[src/rtl/decode_stage.sv]
// Registered, handshaked MIPS instruction decoder with optional extended opcodes,
// illegal-instruction flag, load-use interlock and flush.
`timescale 1ns/1ps
module decode_stage #(
  parameter bit EXT_ISA        = 1'b1,
  parameter bit LOAD_USE_STALL = 1'b1
) (
  input  logic        clk,
  input  logic        rst,
  input  logic        flush,
  input  logic        in_valid,
  output logic        in_ready,
  input  logic [31:0] in_instr,
  input  logic [31:0] in_pc4,
  output logic        out_valid,
  input  logic        out_ready,
  output logic        out_write_reg,
  output logic        out_write_mem,
  output logic        out_use_imm,
  output logic        out_read_ram,
  output logic        out_branch,
  output logic        out_branch_eq,
  output logic [1:0]  out_dst_reg,
  output logic [1:0]  out_jmp,
  output logic [3:0]  out_alu_ctrl,
  output logic        out_illegal,
  output logic [4:0]  out_rs,
  output logic [4:0]  out_rt,
  output logic [4:0]  out_rd,
  output logic [31:0] out_imm,
  output logic [31:0] out_target,
  output logic [31:0] out_pc4
);

  localparam logic [3:0] CTRL_ADDU    = 4'd0;
  localparam logic [3:0] CTRL_OR      = 4'd1;
  localparam logic [3:0] CTRL_ADDIU   = 4'd2;
  localparam logic [3:0] CTRL_SW      = 4'd3;
  localparam logic [3:0] CTRL_LW      = 4'd4;
  localparam logic [3:0] CTRL_BNE     = 4'd5;
  localparam logic [3:0] CTRL_J       = 4'd6;
  localparam logic [3:0] CTRL_JAL     = 4'd7;
  localparam logic [3:0] CTRL_BEQ     = 4'd8;
  localparam logic [3:0] CTRL_ORI     = 4'd9;
  localparam logic [3:0] CTRL_LUI     = 4'd10;
  localparam logic [3:0] CTRL_SLT     = 4'd11;
  localparam logic [3:0] CTRL_SLL     = 4'd12;
  localparam logic [3:0] CTRL_JR      = 4'd13;
  localparam logic [3:0] CTRL_INVALID = 4'd15;

  localparam logic [5:0] OP_R     = 6'b000000;
  localparam logic [5:0] OP_J     = 6'b000010;
  localparam logic [5:0] OP_JAL   = 6'b000011;
  localparam logic [5:0] OP_BEQ   = 6'b000100;
  localparam logic [5:0] OP_BNE   = 6'b000101;
  localparam logic [5:0] OP_ADDIU = 6'b001001;
  localparam logic [5:0] OP_ORI   = 6'b001101;
  localparam logic [5:0] OP_LUI   = 6'b001111;
  localparam logic [5:0] OP_LW    = 6'b100011;
  localparam logic [5:0] OP_SW    = 6'b101011;

  localparam logic [5:0] FN_SLL  = 6'b000000;
  localparam logic [5:0] FN_JR   = 6'b001000;
  localparam logic [5:0] FN_ADDU = 6'b100001;
  localparam logic [5:0] FN_OR   = 6'b100101;
  localparam logic [5:0] FN_SLT  = 6'b101010;

  function automatic logic [31:0] sext16(input logic [15:0] v);
    return {{16{v[15]}}, v};
  endfunction

  function automatic logic [31:0] zext16(input logic [15:0] v);
    return {16'h0000, v};
  endfunction

  logic [5:0]  op, fn;
  logic        wr_p0, wm_p0, ui_p0, rr_p0, br_p0, beq_p0, ill_p0;
  logic        use_rs_p0, use_rt_p0, hazard;
  logic [1:0]  dst_p0, jmp_p0;
  logic [3:0]  alu_p0;
  logic [31:0] imm_p0;

  assign op = in_instr[31:26];
  assign fn = in_instr[5:0];

  // p0: combinational decode of the offered word
  always_comb begin
    wr_p0     = 1'b0;
    wm_p0     = 1'b0;
    ui_p0     = 1'b0;
    rr_p0     = 1'b0;
    br_p0     = 1'b0;
    beq_p0    = 1'b0;
    dst_p0    = 2'b00;
    jmp_p0    = 2'b00;
    alu_p0    = CTRL_INVALID;
    ill_p0    = 1'b1;
    imm_p0    = 32'h0;
    use_rs_p0 = 1'b0;
    use_rt_p0 = 1'b0;
    case (op)
      OP_R: begin
        case (fn)
          FN_ADDU, FN_OR: begin
            wr_p0 = 1'b1; dst_p0 = 2'b01; ill_p0 = 1'b0;
            use_rs_p0 = 1'b1; use_rt_p0 = 1'b1;
            alu_p0 = (fn == FN_ADDU) ? CTRL_ADDU : CTRL_OR;
          end
          FN_SLT: if (EXT_ISA) begin
            wr_p0 = 1'b1; dst_p0 = 2'b01; ill_p0 = 1'b0;
            use_rs_p0 = 1'b1; use_rt_p0 = 1'b1; alu_p0 = CTRL_SLT;
          end
          FN_SLL: if (EXT_ISA) begin
            wr_p0 = 1'b1; dst_p0 = 2'b01; ill_p0 = 1'b0;
            use_rt_p0 = 1'b1; alu_p0 = CTRL_SLL;
            imm_p0 = {27'h0, in_instr[10:6]};
          end
          FN_JR: if (EXT_ISA) begin
            jmp_p0 = 2'b11; ill_p0 = 1'b0;
            use_rs_p0 = 1'b1; use_rt_p0 = 1'b1; alu_p0 = CTRL_JR;
          end
          default: ;
        endcase
      end
      OP_ADDIU: begin
        wr_p0 = 1'b1; ui_p0 = 1'b1; ill_p0 = 1'b0; use_rs_p0 = 1'b1;
        alu_p0 = CTRL_ADDIU; imm_p0 = sext16(in_instr[15:0]);
      end
      OP_LW: begin
        wr_p0 = 1'b1; ui_p0 = 1'b1; rr_p0 = 1'b1; ill_p0 = 1'b0; use_rs_p0 = 1'b1;
        alu_p0 = CTRL_LW; imm_p0 = sext16(in_instr[15:0]);
      end
      OP_SW: begin
        wm_p0 = 1'b1; ui_p0 = 1'b1; ill_p0 = 1'b0;
        use_rs_p0 = 1'b1; use_rt_p0 = 1'b1;
        alu_p0 = CTRL_SW; imm_p0 = sext16(in_instr[15:0]);
      end
      OP_BNE: begin
        br_p0 = 1'b1; ill_p0 = 1'b0; use_rs_p0 = 1'b1; use_rt_p0 = 1'b1;
        alu_p0 = CTRL_BNE; imm_p0 = sext16(in_instr[15:0]);
      end
      OP_J: begin
        jmp_p0 = 2'b10; ill_p0 = 1'b0; alu_p0 = CTRL_J;
      end
      OP_JAL: begin
        wr_p0 = 1'b1; dst_p0 = 2'b10; jmp_p0 = 2'b01; ill_p0 = 1'b0; alu_p0 = CTRL_JAL;
      end
      OP_BEQ: if (EXT_ISA) begin
        br_p0 = 1'b1; beq_p0 = 1'b1; ill_p0 = 1'b0;
        use_rs_p0 = 1'b1; use_rt_p0 = 1'b1;
        alu_p0 = CTRL_BEQ; imm_p0 = sext16(in_instr[15:0]);
      end
      OP_ORI: if (EXT_ISA) begin
        wr_p0 = 1'b1; ui_p0 = 1'b1; ill_p0 = 1'b0; use_rs_p0 = 1'b1;
        alu_p0 = CTRL_ORI; imm_p0 = zext16(in_instr[15:0]);
      end
      OP_LUI: if (EXT_ISA) begin
        wr_p0 = 1'b1; ui_p0 = 1'b1; ill_p0 = 1'b0;
        alu_p0 = CTRL_LUI; imm_p0 = {in_instr[15:0], 16'h0000};
      end
      default: ;
    endcase
  end

  // Only lw raises out_read_ram, so it identifies a held load.
  assign hazard = LOAD_USE_STALL && out_valid && out_read_ram && (out_rt != 5'd0) &&
                  ((use_rs_p0 && (in_instr[25:21] == out_rt)) ||
                   (use_rt_p0 && (in_instr[20:16] == out_rt)));

  assign in_ready = !flush && !hazard && (!out_valid || out_ready);

  // p1: output register
  always_ff @(posedge clk or posedge rst) begin
    if (rst) begin
      out_valid     <= 1'b0;
      out_write_reg <= 1'b0;
      out_write_mem <= 1'b0;
      out_use_imm   <= 1'b0;
      out_read_ram  <= 1'b0;
      out_branch    <= 1'b0;
      out_branch_eq <= 1'b0;
      out_dst_reg   <= 2'b00;
      out_jmp       <= 2'b00;
      out_alu_ctrl  <= CTRL_INVALID;
      out_illegal   <= 1'b0;
      out_rs        <= 5'd0;
      out_rt        <= 5'd0;
      out_rd        <= 5'd0;
      out_imm       <= 32'h0;
      out_target    <= 32'h0;
      out_pc4       <= 32'h0;
    end else if (flush) begin
      out_valid <= 1'b0;
    end else if (in_valid && in_ready) begin
      out_valid     <= 1'b1;
      out_write_reg <= wr_p0;
      out_write_mem <= wm_p0;
      out_use_imm   <= ui_p0;
      out_read_ram  <= rr_p0;
      out_branch    <= br_p0;
      out_branch_eq <= beq_p0;
      out_dst_reg   <= dst_p0;
      out_jmp       <= jmp_p0;
      out_alu_ctrl  <= alu_p0;
      out_illegal   <= ill_p0;
      out_rs        <= in_instr[25:21];
      out_rt        <= in_instr[20:16];
      out_rd        <= in_instr[15:11];
      out_imm       <= imm_p0;
      out_target    <= {in_pc4[31:28], in_instr[25:0], 2'b00};
      out_pc4       <= in_pc4;
    end else if (out_ready) begin
      out_valid <= 1'b0;
    end
  end

endmodule

[config.mk]
export PLATFORM = sky130hd
export DESIGN_NAME = decode_stage
export DESIGN_NICKNAME = d
export VERILOG_FILES = /design/src/rtl/decode_stage.sv
export SDC_FILE = /design/constraint.sdc
export NUM_CORES = 1
export LEC_CHECK = 0
export CAP_MARGIN = 25
export CORE_UTILIZATION = 45
export CTS_CLUSTER_DIAMETER = 80
export DETAILED_ROUTE_END_ITERATION = 6
export PLACE_DENSITY = 0.93
export SLEW_MARGIN = 40
export SYNTH_ARGS = -nofsm -noshare
export SYNTH_HDL_FRONTEND = slang
export SYNTH_SLANG_ARGS = --single-unit
[constraint.sdc]
create_clock -name clk -period 7.9 [get_ports clk]
set_input_delay 1.58 -clock clk [delete_from_list [all_inputs] [get_ports clk]]
set_output_delay 1.58 -clock clk [all_outputs]
set_load 0.01 [all_outputs]
==> results_tabular.tex <==
\begin{tabular}{lr}
\hline
Metric & Value \\
\hline
\multicolumn{2}{l}{\textbf{CTS}} \\
H-tree depth & 3 \\
Post-CTS Hold Fix Bufs & 0 \\
Number of buffers created by CTS & 9 \\
Clock-pin transition on the worst setup and hold timing paths & roughly 60 ps \\
CTS tree & done \\
Number of sinks on the clock net & between 100 and 150 \\
Maximum clock insertion buffer count & 2 \\
Post-CTS sizing & 0 \\
Insertion delay to the later sink of the worst-skew pair & about 350 ps \\
CTS root buffer & sky130\_fd\_sc\_hd\_\_clkbuf\_16 \\
Number of buffers inserted to repair setup after CTS & 0 \\
\multicolumn{2}{l}{\textbf{Worst setup path}} \\
Critical path class & input pin to primary output \\
Type of element capturing the critical path & primary output \\
Critical-path cell with the highest stage delay & sky130\_fd\_sc\_hd\_\_clkdlybuf4s50\_1 \\
Critical-path maximum fanout & 29 \\
Worst path cell trace & clkdlybuf4s50\_1 > or4\_4 > nor4\_4 > a22oi\_1 > o22ai\_2 > buf\_4 > inv\_1 > clkdlybuf4s50\_1 \\
Startpoint of the most critical register-to-register path & out\_rt[0] \\
Signal arrival time at the worst endpoint & between 4000 and 5000 ps \\
Worst path required time & 6320 ps \\
Startpoint type of the worst setup path & input pin \\
Most numerous cell on the critical path & sky130\_fd\_sc\_hd\_\_clkdlybuf4s50\_1 \\
Beginning of the critical path & in\_instr[29] \\
Slowest Stage Delay on Critical Path & about 730 ps \\
\multicolumn{2}{l}{\textbf{Worst hold path}} \\
HP Class & register to register \\
Critical hold path startpoint & out\_alu\_ctrl[3] \\
\multicolumn{2}{l}{\textbf{Global route}} \\
Via count of the first global-routing pass & 4253 \\
Pin count of the biggest net entering global routing & 74 \\
Remaining global-route overflow & 0 \\
Antenna violations before repair & 0 \\
Total Routing Usage GR & about 23\% \\
Global-route wire length before repair & around 22000 um \\
\multicolumn{2}{l}{\textbf{Synth}} \\
Number of standard cells after synthesis & 448 \\
Fraction of the yosys area taken by sequential cells & 50.2\% \\
Cell area after technology mapping & 5290 um\^{}2 \\
Number of distinct standard cells referenced by the synthesized netlist & 62 \\
Flip-flop and latch count after synthesis & 106 \\
Syn Area/Cell & about 12 um\^{}2 \\
Main flop type after synthesis & sky130\_fd\_sc\_hd\_\_dfrtp\_1 \\
Synth warn & 0 \\
FFs w/ async S/R, synth & 100\% \\
Post-synth EDFFs & 0 \\
\multicolumn{2}{l}{\textbf{Finish}} \\
Antenna cells & 0 \\
Share of final-layout standard cells stronger than drive strength 1 & 18.1\% \\
Filler instances & between 800 and 900 \\
Synth-to-layout area growth & 39.8\% \\
Final Net Count & 671 \\
Biggest regs & out\_imm (32), out\_pc4 (32), out\_target (14) \\
\multicolumn{2}{l}{\textbf{Pwr}} \\
Psw & between 0.4 and 0.5 mW \\
Sequential share of power & 43.1\% \\
Total power after layout & around 1.5 mW \\
Internal Power & $\sim$1.1 mW \\
Relative contribution of combinational cells to total power & 28.8\% \\
Proportion of power drawn by the clock network & 28.1\% \\
Net Sw Frac & between 20 and 30\% \\
Power per cell area & roughly 210 nW/um\^{}2 \\
Leak pwr & about 3.1 nW \\
Worst vdd rail ir drop & between 100 and 150 uV \\
\multicolumn{2}{l}{\textbf{Flow run}} \\
Max-cap violations & 0 \\
\multicolumn{2}{l}{\textbf{Timing}} \\
Unrepaired setup endpoints after global routing & no \\
Final Max Slew Viols & 0 \\
Tightest slew margin relative to the limit & 46.7\% \\
Final Setup Violations & 0 \\
Total negative slack for setup checks & 0 ps \\
Period Utilization, post-route & 76.4\% \\
Transition time of the tightest slew-check pin & 800 ps \\
Max frequency & 166 MHz \\
Number of endpoints with negative hold slack in the final report & 0 \\
Worst Clk Skew & about 8.6 ps \\
Fin crit period & 6040 ps \\
\multicolumn{2}{l}{\textbf{Detailed routing}} \\
Via count & 4148 \\
Final routed wirelength across all metal layers & 13900 um \\
Remaining design rule violation count & 0 \\
DRT iter0 DRCs & approximately 180 \\
Post-route ant nets & 0 \\
Routed length per instance & between 15 and 20 um \\
DRT Pass-1 Iters & 4 \\
Number of vias per cell after detailed routing & $\sim$5.5 \\
\multicolumn{2}{l}{\textbf{Floorplan}} \\
Starting Density & a little under half \\
Die footprint & approximately 12000 um\^{}2 \\
Top-level port count & 197 \\
Chip Width & about 110 um \\
Vert. Die Dim & 110 um \\
Core box area & 11400 um\^{}2 \\
Floorplan row count & 39 \\
\multicolumn{2}{l}{\textbf{Status}} \\
Status & completed \\
\multicolumn{2}{l}{\textbf{Placement}} \\
Final RePlAce weighted congestion & 0.847 \\
Count of buffers from port buffering & 194 \\
Final HPWL DP & a little over 10000 um \\
\hline
\end{tabular}
==> metrics by stage <==
stage | setup WS (ps) | hold slack (ps) | cell area, um^2 | utilization, % | instances
2_1_floorplan | 3200 | 474 | 5300 | - | 449
3_3_place_gp | 1930 | 461 | 7110 | 62.3 | 734
3_5_place_dp | 1880 | 460 | 7110 | 62.3 | 734
4_1_cts | 1880 | 470 | 7400 | 64.8 | 750
5_1_grt | 1690 | 503 | 7400 | 64.8 | 750
6_report | 1860 | 469 | 7400 | 64.8 | 750
==> kinds of logic (layout without fill, tap and decap cells) <==
group	after synthesis	count (layout)	synth area share [%]
AOI/OAI and AO/OA	70	70	11.3
xor gates and xnor gates	12	12	1.99
buffers and inverters	80	238	8.41
DFF	106	106	50.2
muxes	76	76	16.8
other	1	2	0.0708
and+or+nand+nor	103	103	11.2
==> power by group through the flow <==
stage	combinational, mW	clock, mW	sequential [mW]
finish	0.446	0.436	0.667
global route	0.474	0.468	0.677
CTS	0.450	0.450	0.668
detailed placement	0.448	0	0.678
global placement	0.437	0	0.673
floorplan	0.189	0	0.704
==> synth_stat cells, types with 2 or more instances <==
library cell / count / area share [%]
sky130_fd_sc_hd__nand3_1: 28 / 2.6
sky130_fd_sc_hd__o211ai_1: 4 / 0.57
sky130_fd_sc_hd__and2_1: 2 / 0.24
sky130_fd_sc_hd__o2bb2ai_1: 13 / 2.2
sky130_fd_sc_hd__a31o_2: 2 / 0.33
sky130_fd_sc_hd__a21oi_1: 7 / 0.66
sky130_fd_sc_hd__buf_4: 30 / 4.3
sky130_fd_sc_hd__nor2_1: 10 / 0.71
sky130_fd_sc_hd__mux2_4: 10 / 2.8
sky130_fd_sc_hd__nor3b_1: 3 / 0.43
sky130_fd_sc_hd__xor2_1: 7 / 1.2
sky130_fd_sc_hd__o21ai_0: 3 / 0.28
sky130_fd_sc_hd__o21bai_1: 3 / 0.43
sky130_fd_sc_hd__xnor2_1: 5 / 0.83
sky130_fd_sc_hd__o31ai_1: 2 / 0.28
sky130_fd_sc_hd__nand2_1: 19 / 1.3
sky130_fd_sc_hd__or3_1: 2 / 0.24
sky130_fd_sc_hd__or4_1: 3 / 0.43
sky130_fd_sc_hd__dfstp_2: 4 / 2.0
sky130_fd_sc_hd__dfrtp_1: 102 / 48
sky130_fd_sc_hd__nor3_1: 4 / 0.38
sky130_fd_sc_hd__mux2i_1: 3 / 0.57
sky130_fd_sc_hd__a2bb2oi_1: 15 / 2.5
sky130_fd_sc_hd__and4b_1: 2 / 0.38
sky130_fd_sc_hd__nand4_1: 2 / 0.24
sky130_fd_sc_hd__buf_2: 10 / 0.95
sky130_fd_sc_hd__nor4_1: 3 / 0.35
sky130_fd_sc_hd__and3_1: 2 / 0.24
sky130_fd_sc_hd__nor2b_1: 5 / 0.59
sky130_fd_sc_hd__mux2_2: 63 / 13
sky130_fd_sc_hd__nand2b_1: 5 / 0.59
sky130_fd_sc_hd__inv_1: 23 / 1.6
sky130_fd_sc_hd__nand3b_1: 2 / 0.28
sky130_fd_sc_hd__a211o_1: 2 / 0.33
sky130_fd_sc_hd__and3b_1: 3 / 0.50
sky130_fd_sc_hd__clkbuf_1: 14 / 0.99
sky130_fd_sc_hd__a22o_1: 6 / 0.99
==> routing by layer <==
layer,up-vias,wire length [um],global-route usage (%)
met2,171,6980,39.5
met3,22,1010,5.87
met1,2059,5590,28.1
li1,1896,-,-
met4,0,305,9.07
met5,-,0,0
==> worst max-delay path: cells and delay by family <==
| kind | cells | cell delay, ps |
|---|---|---|
| AO/OA/AOI/OAI | 2 | 360 |
| buffers and inverters | 4 | 1690 |
| AND/OR/NAND/NOR | 2 | 830 |
==> path summary, 6_finish.rpt <==
path / to / slack, ps / cells after the start
worst max-delay path: in_ready / 1860 / 8
worst min-delay path: out_alu_ctrl[3] / 470 / 2
worst max register to register: out_pc4[23] / 5180 / 6
worst min register to register: out_alu_ctrl[3] / 470 / 2
max in group asynchronous: out_target[6] / 5300 / 3
min in group asynchronous: out_pc4[15] / 1590 / 2
==> layout make-up <==
type                            count  area [um^2]  share of cell area [%]
Multi-Input combinational cell    263         2210                    29.8
Clock buffer                       12          256                    3.47
Clock inverter                      4         32.5                   0.440
Tap cell                          143          179                    2.42
Timing Repair Buffer              199         1980                    26.7
Inverter                           23         88.8                    1.20
Sequential cell                   106         2660                    35.9
==> cells in the final DEF (no fill, tap or decap), types with 3 or more instances in the layout <==
cell type,n
sky130_fd_sc_hd__nand2b_1,5
sky130_fd_sc_hd__clkbuf_16,9
sky130_fd_sc_hd__mux2i_1,3
sky130_fd_sc_hd__inv_1,22
sky130_fd_sc_hd__o21bai_1,3
sky130_fd_sc_hd__o211ai_1,4
sky130_fd_sc_hd__o21ai_0,3
sky130_fd_sc_hd__or4_1,3
sky130_fd_sc_hd__and3b_1,3
sky130_fd_sc_hd__dfrtp_1,102
sky130_fd_sc_hd__o2bb2ai_1,13
sky130_fd_sc_hd__a2bb2oi_1,15
sky130_fd_sc_hd__buf_4,4
sky130_fd_sc_hd__mux2_2,63
sky130_fd_sc_hd__mux2_4,10
sky130_fd_sc_hd__xnor2_1,5
sky130_fd_sc_hd__a22o_1,6
sky130_fd_sc_hd__dfstp_2,4
sky130_fd_sc_hd__nand3_1,28
sky130_fd_sc_hd__nor2b_1,5
sky130_fd_sc_hd__nor3_1,4
sky130_fd_sc_hd__nor2_1,10
sky130_fd_sc_hd__xor2_1,7
sky130_fd_sc_hd__clkdlybuf4s50_1,193
sky130_fd_sc_hd__nor3b_1,3
sky130_fd_sc_hd__a21oi_1,7
sky130_fd_sc_hd__nand2_1,19
(Power assumes the default switching activity.)
==> RTL edit 1, RTL diff (same settings) <==
Change the parameter `LOAD_USE_STALL` from 1'b1 to 1'b0.
--- a/src/rtl/decode_stage.sv
+++ b/src/rtl/decode_stage.sv
@@ -3,7 +3,7 @@
 `timescale 1ns/1ps
 module decode_stage #(
   parameter bit EXT_ISA        = 1'b1,
-  parameter bit LOAD_USE_STALL = 1'b1
+  parameter bit LOAD_USE_STALL = 1'b0
 ) (
   input  logic        clk,
   input  logic        rst,
Function: changed (a bounded check fails within 4 cycles, from zero or initial values and one cycle with rst high).
==> RTL edit 1 against the original RTL <==
Fmax is 38% higher. Worst setup slack better by 1.7 ns. Sequential cell count stayed put. First-iteration DRC count is 100% higher. Clock power fell by 19%. Synthesized area decreased by 7.9%. Final cell count increased by 11%. Total power down 16%. Sequential share of layout area is 2.4 points higher. Routed wire length decreased by 0.10%. Design area shrank 6.3%. Largest cell class unchanged.
==> RTL edit 1: results (changes against the original RTL) <==
Clocking
The clock-pin slew on the worst setup and hold paths was 0.09 ns (+0.03 ns). The clock tree root buffer cell is sky130_fd_sc_hd__clkbuf_8. The clock latency at the later pin of the worst-skew pair is 0.38 ns (+0.03 ns).

Yosys
Ranked by total cell area, the synthesized netlist is headed by sky130_fd_sc_hd__dfrtp_1 52%, sky130_fd_sc_hd__nand2_1 17%, sky130_fd_sc_hd__a22oi_1 5.4%. The count of unique library cells instantiated by Yosys is 55 (-11%). The mean cell area of the mapped netlist is 8.975 µm² (-24%). The area fraction in compound gates after synthesis is 0.1268 (+0.01385).

The largest family of logic cells by synthesized area is simple AND/OR/NAND/NOR gates. The async set-or-reset flop fraction in the synthesized netlist was 1.000 (unchanged). The xor/xnor share of the synthesized area came to 0.001797 (-0.01806). The share of synthesized area occupied by flip-flops and latches is 0.5453 (+0.04331). The multiplexer share of the synthesized area is 0.006418 (-0.1616). By count the netlist is led by 221 x sky130_fd_sc_hd__nand2_1, 102 x sky130_fd_sc_hd__dfrtp_1, 35 x sky130_fd_sc_hd__a22oi_1.

Critical path
The maximum fanout along the worst path was 2 (-93%). The startpoint of the lowest-slack register-to-register path is out_valid. The worst-case reg-to-reg path depth was 4 (-2). The internal reg-to-reg setup slack is 5.47 ns (+0.29 ns). The capture instance of the worst register-to-register path is out_imm[23].

Placement
The worst slack after detailed placement was 3.542 ns (+1.664 ns). The routability congestion estimate is 0.8214 (-3.0%). The standard cell area after detailed placement is 6710 µm² (-5.6%). The count of placed standard cells including taps came to 816 (+11%). The detailed-placement wirelength estimate is 9.820 mm (-2.4%).

Drt
The wire length reported by the detailed router is 13.87 mm (-0.10%). The routed wirelength normalized by instance count came to 16.64 µm (-10%). The first-pass detailed-route iteration total is 5 (+1). The first-iteration detailed-routing DRC count is 362 (+100%). The detail-routed via count per cell is 5.433 (-1.8%).

STA
The maximum clock skew at final layout is 0.01048 ns (+0.001847 ns). The relative slew slack is 0.5060 (+0.03929). The final-layout worst hold slack is 0.4820 ns (+0.01345 ns).

Outcome
The flow ran to the end, and the final reports show no timing, DRC or antenna violations.

Layout
The post-synthesis to final-layout area growth is 42.23%. The net count of the finished layout is 761 (+13%). The share of final-layout standard cells stronger than drive strength 1 was 0.05308 (-0.1281). The fill cell total of the finished layout was 807 (-8.3%).

Global route
The largest net degree at the start of global routing was 75 (+1.4%). The via count of the first global-routing pass is 4331 (+1.8%). The overall track demand over capacity in global routing came to 0.2499 (+0.01775).

The global-route wire length before repair came to 21.95 mm (-2.2%).

Power
The switching power is 0.3744 mW (-14%). The share of total power in sequential cells is 0.484 (+0.053). The reported leakage power is 3.033 nW (-2.5%). The peak supply drop is 0.1173 mV (-17%). The total power consumption of the routed design is 1.298 mW (-16%). The portion of total power attributed to the clock network came to 0.273 (-0.008).

Hold path
The cell depth of the worst min-delay path is 2 (unchanged). The start point of the worst hold path is out_target[7]. The path with the worst hold slack has its endpoint at out_target[7].
==> RTL edit 1: cell types whose count changed in the layout (fill, tap and decap cells not counted), moves of 13 or more <==
cell,change
sky130_fd_sc_hd__a22oi_1,+34
sky130_fd_sc_hd__o2bb2ai_1,-13
sky130_fd_sc_hd__o21ai_0,+14
sky130_fd_sc_hd__a2bb2oi_1,-15
sky130_fd_sc_hd__nand2_1,+202
sky130_fd_sc_hd__inv_1,-18
sky130_fd_sc_hd__mux2_2,-62
sky130_fd_sc_hd__nand3_1,-25
==> RTL edit 1: how the worst max path moves through the flow <==
stage | from | endpoint | slack, ns | depth (start not counted)
2_1_floorplan | rst | out_branch | 3.54 | 1
3_3_place_gp | out_ready | in_ready | 3.54 | 4
3_5_place_dp | out_ready | in_ready | 3.54 | 4
4_1_cts | out_ready | in_ready | 3.53 | 4
5_1_grt | out_ready | in_ready | 3.50 | 4
6_report | out_ready | in_ready | 3.52 | 4
==> RTL edit 1: layout make-up <==
cell class | count | area share
tap | 136 | 0.02455
clock buffer | 10 | 0.01986
clock inverter | 6 | 0.01047
timing repair buffer | 198 | 0.2850
inverter | 5 | 0.003069
sequential | 106 | 0.3834
multi-input combinational | 372 | 0.2736
==> RTL edit 1: worst max-delay path, stage by stage <==
cell	delay, ns
sky130_fd_sc_hd__clkdlybuf4s50_1	0.47
sky130_fd_sc_hd__nor2b_1	0.06
sky130_fd_sc_hd__nor2_1	0.13
sky130_fd_sc_hd__clkdlybuf4s50_1	0.56
==> RTL edit 1: routing by layer <==
layer / vias to the layer above / share of wire / GRT usage
met3: 20 / 0.072 / 0.04905
met1: 2212 / 0.41 / 0.3068
met2: 210 / 0.50 / 0.4379
met5: - / 0 / 0
met4: 0 / 0.016 / 0.08829
li1: 2084 / - / -
==> RTL edit 2, RTL diff (same flow settings) <==
Made on the original files. Reset style: synchronous (`rst`), changed in one clocked block.
--- a/src/rtl/decode_stage.sv
+++ b/src/rtl/decode_stage.sv
@@ -170,7 +170,7 @@
   assign in_ready = !flush && !hazard && (!out_valid || out_ready);
 
   // p1: output register
-  always_ff @(posedge clk or posedge rst) begin
+  always_ff @(posedge clk) begin
     if (rst) begin
       out_valid     <= 1'b0;
       out_write_reg <= 1'b0;
Check against the original RTL: differs if rst is asserted again (counterexample within 4 cycles, from zero or initial values and one cycle with rst high); with rst held inactive, the same outputs for 4 cycles.
==> RTL edit 2 against the original RTL <==
Count of clock-buffer cells in the layout shrank 3. Synthesized area shrank 6.9%. Global-route usage is 4.6 points higher. Critical path depth down 1. Worst setup slack gained 0.10 ns. Design area down 6.3%. Sequential cell count is the same. Final cell count up 16%. Clock skew increased by 0.0083 ns. Routed wire length up 16%. Worst hold slack improved by 0.016 ns. Clock power decreased by 17%. Total power down 23%. Largest cell class is now multi-input combinational cells.
==> RTL edit 2: results (changes against the original RTL) <==
Critical path
The maximum fanout along the worst path is 17 (-41%). The startpoint of the lowest-slack register-to-register path is out_rt[0]. The launching instance or port of the critical path is in_instr[27].

Layout
The final-layout clock buffer total is 9 (-3). The final-layout clock-cell area share is 0.03176 (-0.007302). The multi-input combinational cell count came to 407 (+55%). The proportion of cell area occupied by registers is 0.3060 (-0.05312). The non-clock buffer contribution to total cell area is 0.2887 (+0.02137). The share of final-layout standard cells stronger than drive strength 1 came to 0.04762 (-0.1336). The total area of multi-input combinational cells is 2405 µm² (+9.0%).

Placement
The worst slack after detailed placement is 2.021 ns (+0.1435 ns). The count of placed standard cells including taps is 855 (+16%). The routability congestion estimate came to 0.8682 (+2.5%). The detailed-placement wirelength estimate is 11.06 mm (+9.9%). The standard cell area after detailed placement is 6706 µm² (-5.7%).

Yosys
The area fraction in compound gates after synthesis is 0.2781 (+0.1652). The count of unique library cells instantiated by Yosys came to 57 (-8.1%). The mean cell area of the mapped netlist was 8.237 µm² (-30%). The share of synthesized area occupied by flip-flops and latches was 0.4308 (-0.07122).

The multiplexer share of the synthesized area is 0.01422 (-0.1538). Counting instances in the post-synthesis netlist gives the leading cell types as 106 x sky130_fd_sc_hd__dfxtp_1, 91 x sky130_fd_sc_hd__a21oi_1, 62 x sky130_fd_sc_hd__nand3_1.

Global route
The largest net degree at the start of global routing is 103 (+39%). The via count of the first global-routing pass is 4963 (+17%). The overall track demand over capacity in global routing is 0.2784 (+0.04626).

Power
The share of total power in sequential cells came to 0.487 (+0.056). The switching power came to 0.3508 mW (-19%). The combinational gate power was 0.249 mW (-44%). The reported leakage power is 2.367 nW (-24%).

The peak supply drop is 0.1229 mV (-13%).

Drt
The routed wirelength normalized by instance count came to 18.42 µm (-0.44%). The first-iteration detailed-routing DRC count was 445 (+150%). The first-pass detailed-route iteration total is 5 (+1). The number of vias in the routed layout came to 5239 (+26%).

The detail-routed via count per cell is 6.015 (+8.8%).

Hold path
The worst hold path begins at out_pc4[12].

Outcome
The run finished with clean final reports.

Clocking
The clock latency at the later pin of the worst-skew pair was 0.37 ns (+0.02 ns).
RTL edit 2: changes by cell type in the layout (fill, tap and decap cells not counted), moves of 9 or more:
| cell | before | now |
|---|---|---|
| sky130_fd_sc_hd__a311oi_1 | 0 | 17 |
| sky130_fd_sc_hd__a2bb2oi_1 | 15 | 0 |
| sky130_fd_sc_hd__mux2_4 | 10 | 0 |
| sky130_fd_sc_hd__clkbuf_16 | 9 | 0 |
| sky130_fd_sc_hd__o2bb2ai_1 | 13 | 0 |
| sky130_fd_sc_hd__dfrtp_1 | 102 | 0 |
| sky130_fd_sc_hd__a21oi_1 | 7 | 90 |
| sky130_fd_sc_hd__mux2_2 | 63 | 0 |
| sky130_fd_sc_hd__dfxtp_1 | 0 | 106 |
| sky130_fd_sc_hd__o21ai_0 | 3 | 18 |
| sky130_fd_sc_hd__o21ai_1 | 0 | 53 |
| sky130_fd_sc_hd__nand3_1 | 28 | 62 |
| sky130_fd_sc_hd__inv_1 | 22 | 4 |
RTL edit 2: worst paths after layout:
check                              endpoint  cells past startpoint  slack, ns
worst max register to register  out_imm[10]                      7       4.72
worst min register to register  out_pc4[12]                      2       0.48
worst max-delay path               in_ready                      7       1.96
worst min-delay path            out_pc4[12]                      2       0.48
RTL edit 2: routing by layer:
layer | wire, µm | global-route usage
met3 | 1229 | 0.05532
met5 | 0 | 0
met2 | 8052 | 0.4788
met4 | 392 | 0.1047
met1 | 6374 | 0.3426
RTL edit 2: cell families (layout without fill, tap and decap cells):
logic type	after synthesis	in the layout
AOI/OAI and AO/OA	229	229
and+or+nand+nor	159	159
muxes	7	7
other	1	2
xor gates and xnor gates	10	10
DFF	106	106
buffers and inverters	86	222
